## src/rtl/tap_window_monitor_pkg.sv

```systemverilog
// Shared types and defaults for the tap window monitor.
package tap_window_monitor_pkg;

  localparam int CNT_W_DEF  = 8;
  localparam int WINDOW_DEF = 16;

  typedef enum logic {
    IDLE = 1'b0,
    RUN  = 1'b1
  } state_e;

  // Result buffer layout; fields are sized for the widest supported CNT_W.
  typedef struct packed {
    logic [CNT_W_DEF-1:0] mismatch;
    logic [CNT_W_DEF-1:0] edges0;
    logic [CNT_W_DEF-1:0] edges1;
  } win_res_t;

endpackage

```

## src/rtl/tap_window_monitor_sat_counter.sv

```systemverilog
// Saturating up-counter with synchronous clear.
module sat_counter #(
  parameter int W = 8
) (
  input  logic         clk_i,
  input  logic         rst_ni,
  input  logic         inc_i,
  input  logic         clr_i,
  output logic [W-1:0] q_o
);

  logic [W-1:0] cnt_q, cnt_d;

  // q_o already includes this cycle's increment so a closing window can
  // capture its final value on the same edge that clears the counter.
  assign cnt_d = (inc_i && (cnt_q != '1)) ? cnt_q + W'(1) : cnt_q;
  assign q_o   = cnt_d;

  always_ff @(posedge clk_i or negedge rst_ni) begin
    if (!rst_ni)    cnt_q <= '0;
    else if (clr_i) cnt_q <= '0;
    else            cnt_q <= cnt_d;
  end

endmodule

```

## src/rtl/tap_window_monitor.sv

```systemverilog
// Windowed statistics on two registered taps with a valid/ready result buffer.
module tap_window_monitor
  import tap_window_monitor_pkg::*;
#(
  parameter int WINDOW = WINDOW_DEF,
  parameter int CNT_W  = CNT_W_DEF   // must not exceed CNT_W_DEF
) (
  input  logic             CLK,
  input  logic             ASYNCRESETN,
  input  logic             en,
  input  logic             tap0,
  input  logic             tap1,
  output logic             res_valid,
  input  logic             res_ready,
  output logic [CNT_W-1:0] res_mismatch,
  output logic [CNT_W-1:0] res_edges0,
  output logic [CNT_W-1:0] res_edges1,
  output logic             overrun
);

  localparam int              WC_W  = $clog2(WINDOW);
  localparam logic [WC_W-1:0] WLAST = WC_W'(WINDOW - 1);

  state_e          state_q;
  logic            s0_q, s1_q, p0_q, p1_q;
  logic [WC_W-1:0] wcnt_q;
  win_res_t        buf_q;
  logic            valid_q, ovr_q;

  logic                       counted, close, clr;
  logic [2:0]                 inc;
  logic [2:0][CNT_W-1:0]      cnt;

  assign counted = (state_q == RUN) && en;
  assign close   = counted && (wcnt_q == WLAST);
  assign clr     = close || ((state_q == RUN) && !en);

  assign inc[0] = counted && (s0_q ^ s1_q);
  assign inc[1] = counted && s0_q && !p0_q;
  assign inc[2] = counted && s1_q && !p1_q;

  for (genvar g = 0; g < 3; g++) begin : g_cnt
    sat_counter #(.W(CNT_W)) u_cnt (
      .clk_i  (CLK),
      .rst_ni (ASYNCRESETN),
      .inc_i  (inc[g]),
      .clr_i  (clr),
      .q_o    (cnt[g])
    );
  end

  always_ff @(posedge CLK or negedge ASYNCRESETN) begin
    if (!ASYNCRESETN) begin
      state_q <= IDLE;
      s0_q    <= 1'b0;
      s1_q    <= 1'b0;
      p0_q    <= 1'b0;
      p1_q    <= 1'b0;
      wcnt_q  <= '0;
      buf_q   <= '0;
      valid_q <= 1'b0;
      ovr_q   <= 1'b0;
    end else begin
      s0_q <= tap0;
      s1_q <= tap1;
      p0_q <= s0_q;
      p1_q <= s1_q;

      case (state_q)
        IDLE: if (en) state_q <= RUN;
        RUN: begin
          if (!en) begin
            state_q <= IDLE;
            wcnt_q  <= '0;
          end else begin
            wcnt_q <= close ? '0 : wcnt_q + WC_W'(1);
          end
        end
        default: state_q <= IDLE;
      endcase

      // A close with a pending unread result loads only if the reader
      // takes the old one on this very edge; otherwise the new one is lost.
      if (close && (!valid_q || res_ready)) begin
        buf_q.mismatch <= CNT_W_DEF'(cnt[0]);
        buf_q.edges0   <= CNT_W_DEF'(cnt[1]);
        buf_q.edges1   <= CNT_W_DEF'(cnt[2]);
        valid_q        <= 1'b1;
      end else if (close) begin
        ovr_q <= 1'b1;
      end else if (valid_q && res_ready) begin
        valid_q <= 1'b0;
      end
    end
  end

  assign res_valid    = valid_q;
  assign res_mismatch = buf_q.mismatch[CNT_W-1:0];
  assign res_edges0   = buf_q.edges0[CNT_W-1:0];
  assign res_edges1   = buf_q.edges1[CNT_W-1:0];
  assign overrun      = ovr_q;

endmodule

```

## config.mk

```make
export PLATFORM = sky130hd
export DESIGN_NAME = tap_window_monitor
export DESIGN_NICKNAME = d
export VERILOG_FILES = /design/src/rtl/tap_window_monitor_pkg.sv /design/src/rtl/tap_window_monitor_sat_counter.sv /design/src/rtl/tap_window_monitor.sv
export SDC_FILE = /design/constraint.sdc
export NUM_CORES = 1
export LEC_CHECK = 0
export CAP_MARGIN = 20
export CORE_MARGIN = 2
export CORE_UTILIZATION = 30
export DETAILED_ROUTE_END_ITERATION = 6
export SLEW_MARGIN = 20
export SYNTH_ARGS = -nofsm -noshare
export SYNTH_HDL_FRONTEND = slang
export SYNTH_SLANG_ARGS = --single-unit
```

## constraint.sdc

```tcl
create_clock -name CLK -period 2.4 [get_ports CLK]
set_clock_uncertainty 0.05 [all_clocks]
set_input_delay 0.72 -clock CLK [delete_from_list [all_inputs] [get_ports CLK]]
set_output_delay 0.72 -clock CLK [all_outputs]
set_load 0.01 [all_outputs]
```

---- Yosys cells after proc, flatten, opt, wreduce, memory -nomap -nowiden ----
Cells that the tools add are included.
storage, ports and cells
  ROM bits ................................ 0
  register bits ........................... 59
  bits in writable memories ............... 0
  logic and storage cells ................. 59
  input bits .............................. 6
  latch bits .............................. 0
  output and inout port bits .............. 26
  memories kept ........................... 0
cells by class
  add/subtract/negate cells ............... 4
  reductions and logical operators ........ 22
  divide/modulo/power cells ............... 0
  bitwise operators ....................... 2
  mux-type cells .......................... 12
  multiply operators ...................... 0
  equal/unequal tests ..................... 5
  shift operators ......................... 0
  $lt $le $gt $ge ......................... 0
operator list
  kind                 number
  $mux 8               6
  $add 8x1->8 const B  3
  $ne 8x8->1 const B   3
  $logic_and 1x1->1    13
  $mux 4               2
  $add 4x1->4 const B  1
  $eq 4x4->1 const B   1
  $logic_not 1->1      4
  $mux 1               4
  $reduce_and 2->1     2
  $logic_or 1x1->1     2
  $ne 2x1->1 const B   1
  $reduce_bool 2->1    1
  $not 1->1            1
  $xor 1x1->1          1

---- Logic depth before layout (Yosys ltp) ----
Gate-level depths: netlist (run 1).
  depth after elaboration ................. 6
  mapped depth ............................ 7

---- Hierarchy ----
From an unflattened synthesis (run 1), not the netlist that was laid out.
unflattened totals
  cell total of the unflattened synthesis .. 259
  area, all modules ....................... 3076.7 um^2
modules (own cells, without submodules)
  module              cells each  instances  sequential area each (um^2)  area each (um^2)
  sat_counter         57          3          200.2                        573.0
  tap_window_monitor  88          1          875.8                        1357.6

---- Worst setup path before layout (run 1) ----
No wires, ideal clock.
  path type ............................... input -> register
  start ................................... in en
  end ..................................... reg buf_q, in the netlist res_edges0[6]
  data required time ...................... 2.220 ns
  stages on the path ...................... 5
  arrival ................................. 1.551 ns
  setup slack ............................. 0.669 ns
  cell sequence ........................... and4b_4 -> and4_2 -> nand3_1 -> mux2i_1 -> o21ai_0
between the ends
  cells in the longest elaborated chain, start to end .. 5
ends and longest elaborated chain
  what                            RTL line                              RTL
  start: declaration              tap_window_monitor.sv:10              input logic en,
  $logic_and 1x1->1 *             tap_window_monitor.sv:34              assign counted = (state_q == RUN) && en;
  $logic_and 1x1->1 (2 in a row)  tap_window_monitor.sv:39              assign inc[1] = counted && s0_q && !p0_q;
  $logic_and 1x1->1               tap_window_monitor_sat_counter.sv:16  assign cnt_d = (inc_i && (cnt_q != '1)) ? cnt_q + W'(1) : cnt_q;
  $mux 8                          tap_window_monitor_sat_counter.sv:16
  end: declaration                tap_window_monitor.sv:27              win_res_t buf_q;
Mark *: on every way between the ends. The rest lies on a longest branch, timed or not.
A chain may end at the register's enable or synchronous reset.

---- Worst setup path after layout (run 1) ----
  start ................................... in en
  end ..................................... reg buf_q, in the netlist res_edges1[0]
between the ends
  cells in the longest elaborated chain, start to end .. 5
ends and longest elaborated chain
  what                            RTL line                              RTL
  $logic_and 1x1->1 *             tap_window_monitor.sv:34
  $logic_and 1x1->1 (2 in a row)  tap_window_monitor.sv:40              assign inc[2] = counted && s1_q && !p1_q;
  $logic_and 1x1->1               tap_window_monitor_sat_counter.sv:16
  $mux 8                          tap_window_monitor_sat_counter.sv:16
Marks and branches as above.

==> results of run 1 <==
-- sequential cells by signal (all words and copies together), names as in the netlist --
signal	cells
g_cnt.u_cnt.cnt_q	24
overrun	1
p0_q	1
p1_q	1
res_edges0	8
res_edges1	8
res_mismatch	8
res_valid	1
s0_q	1
s1_q	1
state_q	1
wcnt_q	4
-- power breakdown --
part	internal, mW	switching, mW	leakage [nW]
Combinational	0.0408	0.0594	0.572
Sequential	1.02	0.0256	0.808
Clock	0.502	0.392	0.0991
Total	1.56	0.477	1.48
-- metal layers --
| metal | track usage [%] | up-vias | wire [um] |
|---|---|---|---|
| li1 | - | 975 | - |
| met1 | 16.8 | 917 | 2570 |
| met2 | 18.5 | 29 | 2310 |
| met3 | 4.17 | 7 | 223 |
| met4 | 5.42 | 0 | 87 |
| met5 | 0 | - | 0 |
-- kinds of logic after synthesis --
| family | after synthesis | synth area share [%] |
|---|---|---|
| buffers and inverters | 10 | 1.59 |
| multiplexers | 12 | 4.67 |
| XOR/XNOR | 8 | 2.69 |
| flip-flops | 59 | 56.8 |
| AO/OA/AOI/OAI | 46 | 9.96 |
| AND/OR/NAND/NOR | 116 | 22.4 |
| adder cells (fa/ha/maj) | 4 | 1.92 |
-- worst paths after layout --
check	to	slack, ns	startpoint	cells past startpoint
max in group asynchronous	g_cnt[2].u_cnt.cnt_q[4]$_DFF_PN0_	1.35	ASYNCRESETN	2
min reg2reg	p0_q$_DFF_PN0_	0.39	s0_q$_DFF_PN0_	0
max	res_edges1[0]$_DFFE_PN0P_	0.31	en	6
min	g_cnt[0].u_cnt.cnt_q[3]$_DFF_PN0_	0.31	ASYNCRESETN	1
min in group CLK	p0_q$_DFF_PN0_	0.39	s0_q$_DFF_PN0_	0
max reg2reg	res_edges1[1]$_DFFE_PN0P_	0.62	g_cnt[2].u_cnt.cnt_q[0]$_DFF_PN0_	5
-- final cells by class --
class                      count  area (um2)
clock buffer                  11         141
sequential                    59        1480
timing repair buffer          42         400
clock inverter                 5        52.6
tap                          105         131
fill                         827        5000
multi-input combinational    186        1080
inverter                       3        11.3
-- metrics by stage --
step	instances	power (mW)
global placement	395	1.16
CTS	411	2.06
finish	411	2.04
global route	411	2.13
detailed placement	395	1.16
floorplan	255	1.11
-- layout by cell type, fill, tap and decap left out, types with 2 or more instances in the layout --
| cell | count |
|---|---|
| dfrtp_1 | 59 |
| nand2_1 | 44 |
| o21ai_0 | 32 |
| clkdlybuf4s50_1 | 30 |
| nor2_1 | 29 |
| mux2i_1 | 11 |
| nand3_1 | 10 |
| clkbuf_8 | 10 |
| buf_4 | 10 |
| nand4_1 | 6 |
| a21oi_1 | 5 |
| xor2_1 | 5 |
| and3_1 | 4 |
| ha_1 | 4 |
| inv_1 | 3 |
| nor3_1 | 3 |
| nand2b_1 | 3 |
| xnor2_1 | 3 |
| and4_1 | 3 |
| clkinv_2 | 3 |
| o211ai_1 | 2 |
| and2_2 | 2 |
==> metrics.cfg, run 1 <==
[run_status]
outcome = completed

[timing]
maxSlewViolCount = 0
slew_headroom_pct = 63.8
hold_ws_ns = 0.307
max_freq_ghz = 0.479
min_period_ns = 2.09
rsz0062_at_grt = false
tightest_slew_ns = 0.542
timing.setup.tns_ns = 0
setup_ws_ns = 0.311
period_share_pct = 87.0
hold_viol = 0
finalSetupViolCount = 0

[grt]
antenna_found_initial = 0
grt_pass1_wl_um = 9560
grt_max_degree = 24
grt_overflow_total = 0
grt_pass1_vias = 1993
grt_util_all_layers_pct = 12.5

[die]
die_y_um = 97.1
die_w_um = 97.1
start_util_pct = 31.3
rows = 33
io_pins = 32
dieArea_mm2 = 0.00943
core_mm2 = 0.00830

[job]
max_cap_violations = 0

[setup_path]
cpLargestDelayFamily = buffers and inverters
crit_required_ns = 2.60
path_cells = clkdlybuf4s50_1 > nand2_1 > nor3b_2 > o31ai_1 > xor2_1 > o21ai_0
cpMaxStageDelayCell = clkdlybuf4s50_1
start_kind = input pin
criticalPathCategory = input pin to register
crit_fanout = 5
crit_buf_inv = 1
cp-end-kind = register
slowest_delay_ns = 0.56
worstPathArrival_ns = 2.29

[power_and_ir_drop]
p_per_area_mw_per_mm2 = 617
ir_drop_v = 0.000536
leakage_nw = 1.48

[synthesis]
synthCells = 255
synth_top_area_share_pct = 56.8
async_flop_share_pct = 100
synth.avg_cell_area_um2 = 10.2
yosys-top-cells-area = dfrtp_1 57%, nand2_1 6.3%, o21ai_0 6.2%
synth_common_cells = 59 x dfrtp_1, 44 x nand2_1, 32 x o21ai_0
ys.flop_type = dfrtp_1
yosysSeqAreaShare_pct = 56.8
synth.ff_latch_count = 59
syn_area_mm2 = 0.00260
synth_warnings = 0
synthMostInstantiatedCell = dfrtp_1
yosysUniqueCellTypes = 40
synth_edf_count = 0
syn_nets = 265
yosysTopAreaCell = dfrtp_1

[drt]
totalWireLength_um = 5190
route.detailed.drc = 0
first_pass_iters = 6
detail_route.vias_per_cell = 4.69
drt_iter0_drc = 124
drtAntennaViolNets = 0
vias = 1928
wire_per_inst_um = 12.6

[clocking]
holdBufCountCts = 0
clk-insertion-delay-late_ns = 0.34
numCtsBuffers = 9
tritoncts = done
clkTransAtPathRegs_ns = 0.07
htreeDepth = 3
ctsResizeCount = 0
cts_max_path_buffers = 2
clock-root-buffer = clkbuf_8
clock_sinks = 59
cts_setup_buffers = 0

[finish]
final_nets = 311
fin_util_pct = 39.7
final_cell_area_mm2 = 0.00330
diodes = 0
area_growth_syn_to_layout_pct = 26.7
post_route_cells_drive_above_1_share_pct = 12.4

[placed_design]
place_area_mm2 = 0.00310
place.gp.congestion = 0.817
place_hpwl_um = 3720
io_buffers = 31
place_ws_ns = -0.0489

[min_path]
min_path_type = input pin to asynchronous set/reset pin

Power figures use the tool's default switching activity.
==> run 2: changes to the inputs <==
--- a/config.mk
+++ b/config.mk
@@ -9,7 +9,6 @@
 export CORE_MARGIN = 2
 export CORE_UTILIZATION = 30
 export DETAILED_ROUTE_END_ITERATION = 6
-export SLEW_MARGIN = 20
 export SYNTH_ARGS = -nofsm -noshare
 export SYNTH_HDL_FRONTEND = slang
 export SYNTH_SLANG_ARGS = --single-unit
==> results of run 2 <==
No change in the layout: final DEF, timing and power equal those of run 1.
==> run 3: changes to the inputs <==
--- a/config.mk
+++ b/config.mk
@@ -9,6 +9,7 @@
 export CORE_MARGIN = 2
 export CORE_UTILIZATION = 30
 export DETAILED_ROUTE_END_ITERATION = 6
+export RECOVER_POWER = 25
 export SYNTH_ARGS = -nofsm -noshare
 export SYNTH_HDL_FRONTEND = slang
 export SYNTH_SLANG_ARGS = --single-unit
==> metrics.cfg, run 3 (synthesis gave the netlist of run 1 again) <==
[clocking]
cts_max_path_buffers = 2
clock-root-buffer = clkbuf_8
holdBufCountCts = 0
clk-insertion-delay-late_ns = 0.34
htreeDepth = 3
numCtsBuffers = 9
ctsResizeCount = 0
clkTransAtPathRegs_ns = 0.07
clock_sinks = 59
tritoncts = done
cts_setup_buffers = 0

[power_and_ir_drop]
p_per_area_mw_per_mm2 = 619
leakage_nw = 1.47
ir_drop_v = 0.000536
p_total_mw = 2.03

[job]
max_cap_violations = 0

[grt]
grt_pass1_wl_um = 9560
grt_overflow_total = 0
grt_max_degree = 24
grt_util_all_layers_pct = 12.5
grt_pass1_vias = 1993
antenna_found_initial = 0

[finish]
final_nets = 311
fin_util_pct = 39.5
fillers = 830
final_common_cell = dfrtp_1
post_route_cells_drive_above_1_share_pct = 12.1
fin_cells = 411
largest_reg_flops = 24
layout_common_cells = 59 x dfrtp_1, 44 x nand2_1, 32 x o21ai_0
area_growth_syn_to_layout_pct = 26.1
final_cell_area_mm2 = 0.00328
top_register = g_cnt.u_cnt.cnt_q
diodes = 0

[placed_design]
place_hpwl_um = 3720
place_ws_ns = -0.0489
placed_cells = 395
io_buffers = 31
place_area_mm2 = 0.00310
place.gp.congestion = 0.817

[setup_path]
crit_required_ns = 2.57
crit_fanout = 5
criticalPathCategory = input pin to register
cp-end-kind = register
r2r_cells = 5
worstPathArrival_ns = 2.26
start_kind = input pin

[timing]
hold_viol = 0
min_period_ns = 2.09
period_share_pct = 87.2
rsz0062_at_grt = false
timing.setup.tns_ns = 0
tightest_slew_ns = 1.22
max_freq_ghz = 0.478
setup_ws_ns = 0.307
slew_headroom_pct = 19.0
maxSlewViolCount = 0
hold_ws_ns = 0.391
finalSetupViolCount = 0

[min_path]
holdPathStages = 0
min_path_type = register to register

[run_status]
outcome = completed

[drt]
wire_per_inst_um = 12.6
drt_iter0_drc = 125
dr.max_layer_used = met4
detail_route.vias_per_cell = 4.70
m1WireLength_um = 2560
wl_met2_um = 2320
first_pass_iters = 6
drtAntennaViolNets = 0
wl_met3_um = 227
route.detailed.drc = 0
totalWireLength_um = 5190
vias = 1931

[die]
die_y_um = 97.1
rows = 33
io_pins = 32
core_mm2 = 0.00830
dieArea_mm2 = 0.00943
die_w_um = 97.1
start_util_pct = 31.3

## run 3: changes by cell type in the layout (fill, tap and decap cells not counted)
cell             before  now
clkbuf_2              0    1
clkbuf_1              1    2
buf_2                 1    0
buf_12                1    0
dlygate4sd3_1         0    2
clkdlybuf4s50_1      30   28
## run 3: critical path, cell delays in order
cell	delay [ns]
clkdlybuf4s50_1	0.56
nand4b_1	0.18
buf_4	0.18
nor3_1	0.24
o211ai_1	0.12
o21ai_0	0.13
o21ai_0	0.12
## run 3: final cells by class
class	count	area, um2	area share, %
Clock buffer	11	141	4.31
Clock inverter	5	52.6	1.60
Inverter	3	11.3	0.343
Multi-Input combinational cell	186	1080	33.0
Sequential cell	59	1480	45.0
Tap cell	105	131	4.00
Timing Repair Buffer	42	384	11.7
## run 3: final timing paths
path	startpoint	to	slack [ns]
setup / recovery	en	res_edges1[5]$_DFFE_PN0P_	0.31
hold / removal	s0_q$_DFF_PN0_	p0_q$_DFF_PN0_	0.39
setup reg to reg	g_cnt[2].u_cnt.cnt_q[0]$_DFF_PN0_	res_edges1[1]$_DFFE_PN0P_	0.63
hold reg to reg	s0_q$_DFF_PN0_	p0_q$_DFF_PN0_	0.39
max in group asynchronous	ASYNCRESETN	res_edges0[3]$_DFFE_PN0P_	0.63
min in group asynchronous	ASYNCRESETN	g_cnt[0].u_cnt.cnt_q[3]$_DFF_PN0_	0.56
## run 3: layer usage
metal,up-vias,global-route usage [%]
li1,976,-
met4,0,5.42
met2,31,18.5
met1,917,16.8
met5,-,0
met3,7,4.17
## run 3: power by group
group	leakage, nW	switching [mW]	total (mW)	internal, mW
combinational	0.565	0.0588	0.0961	0.0373
clock	0.0991	0.390	0.892	0.502
sequential	0.808	0.0256	1.04	1.02
total	1.47	0.474	2.03	1.56
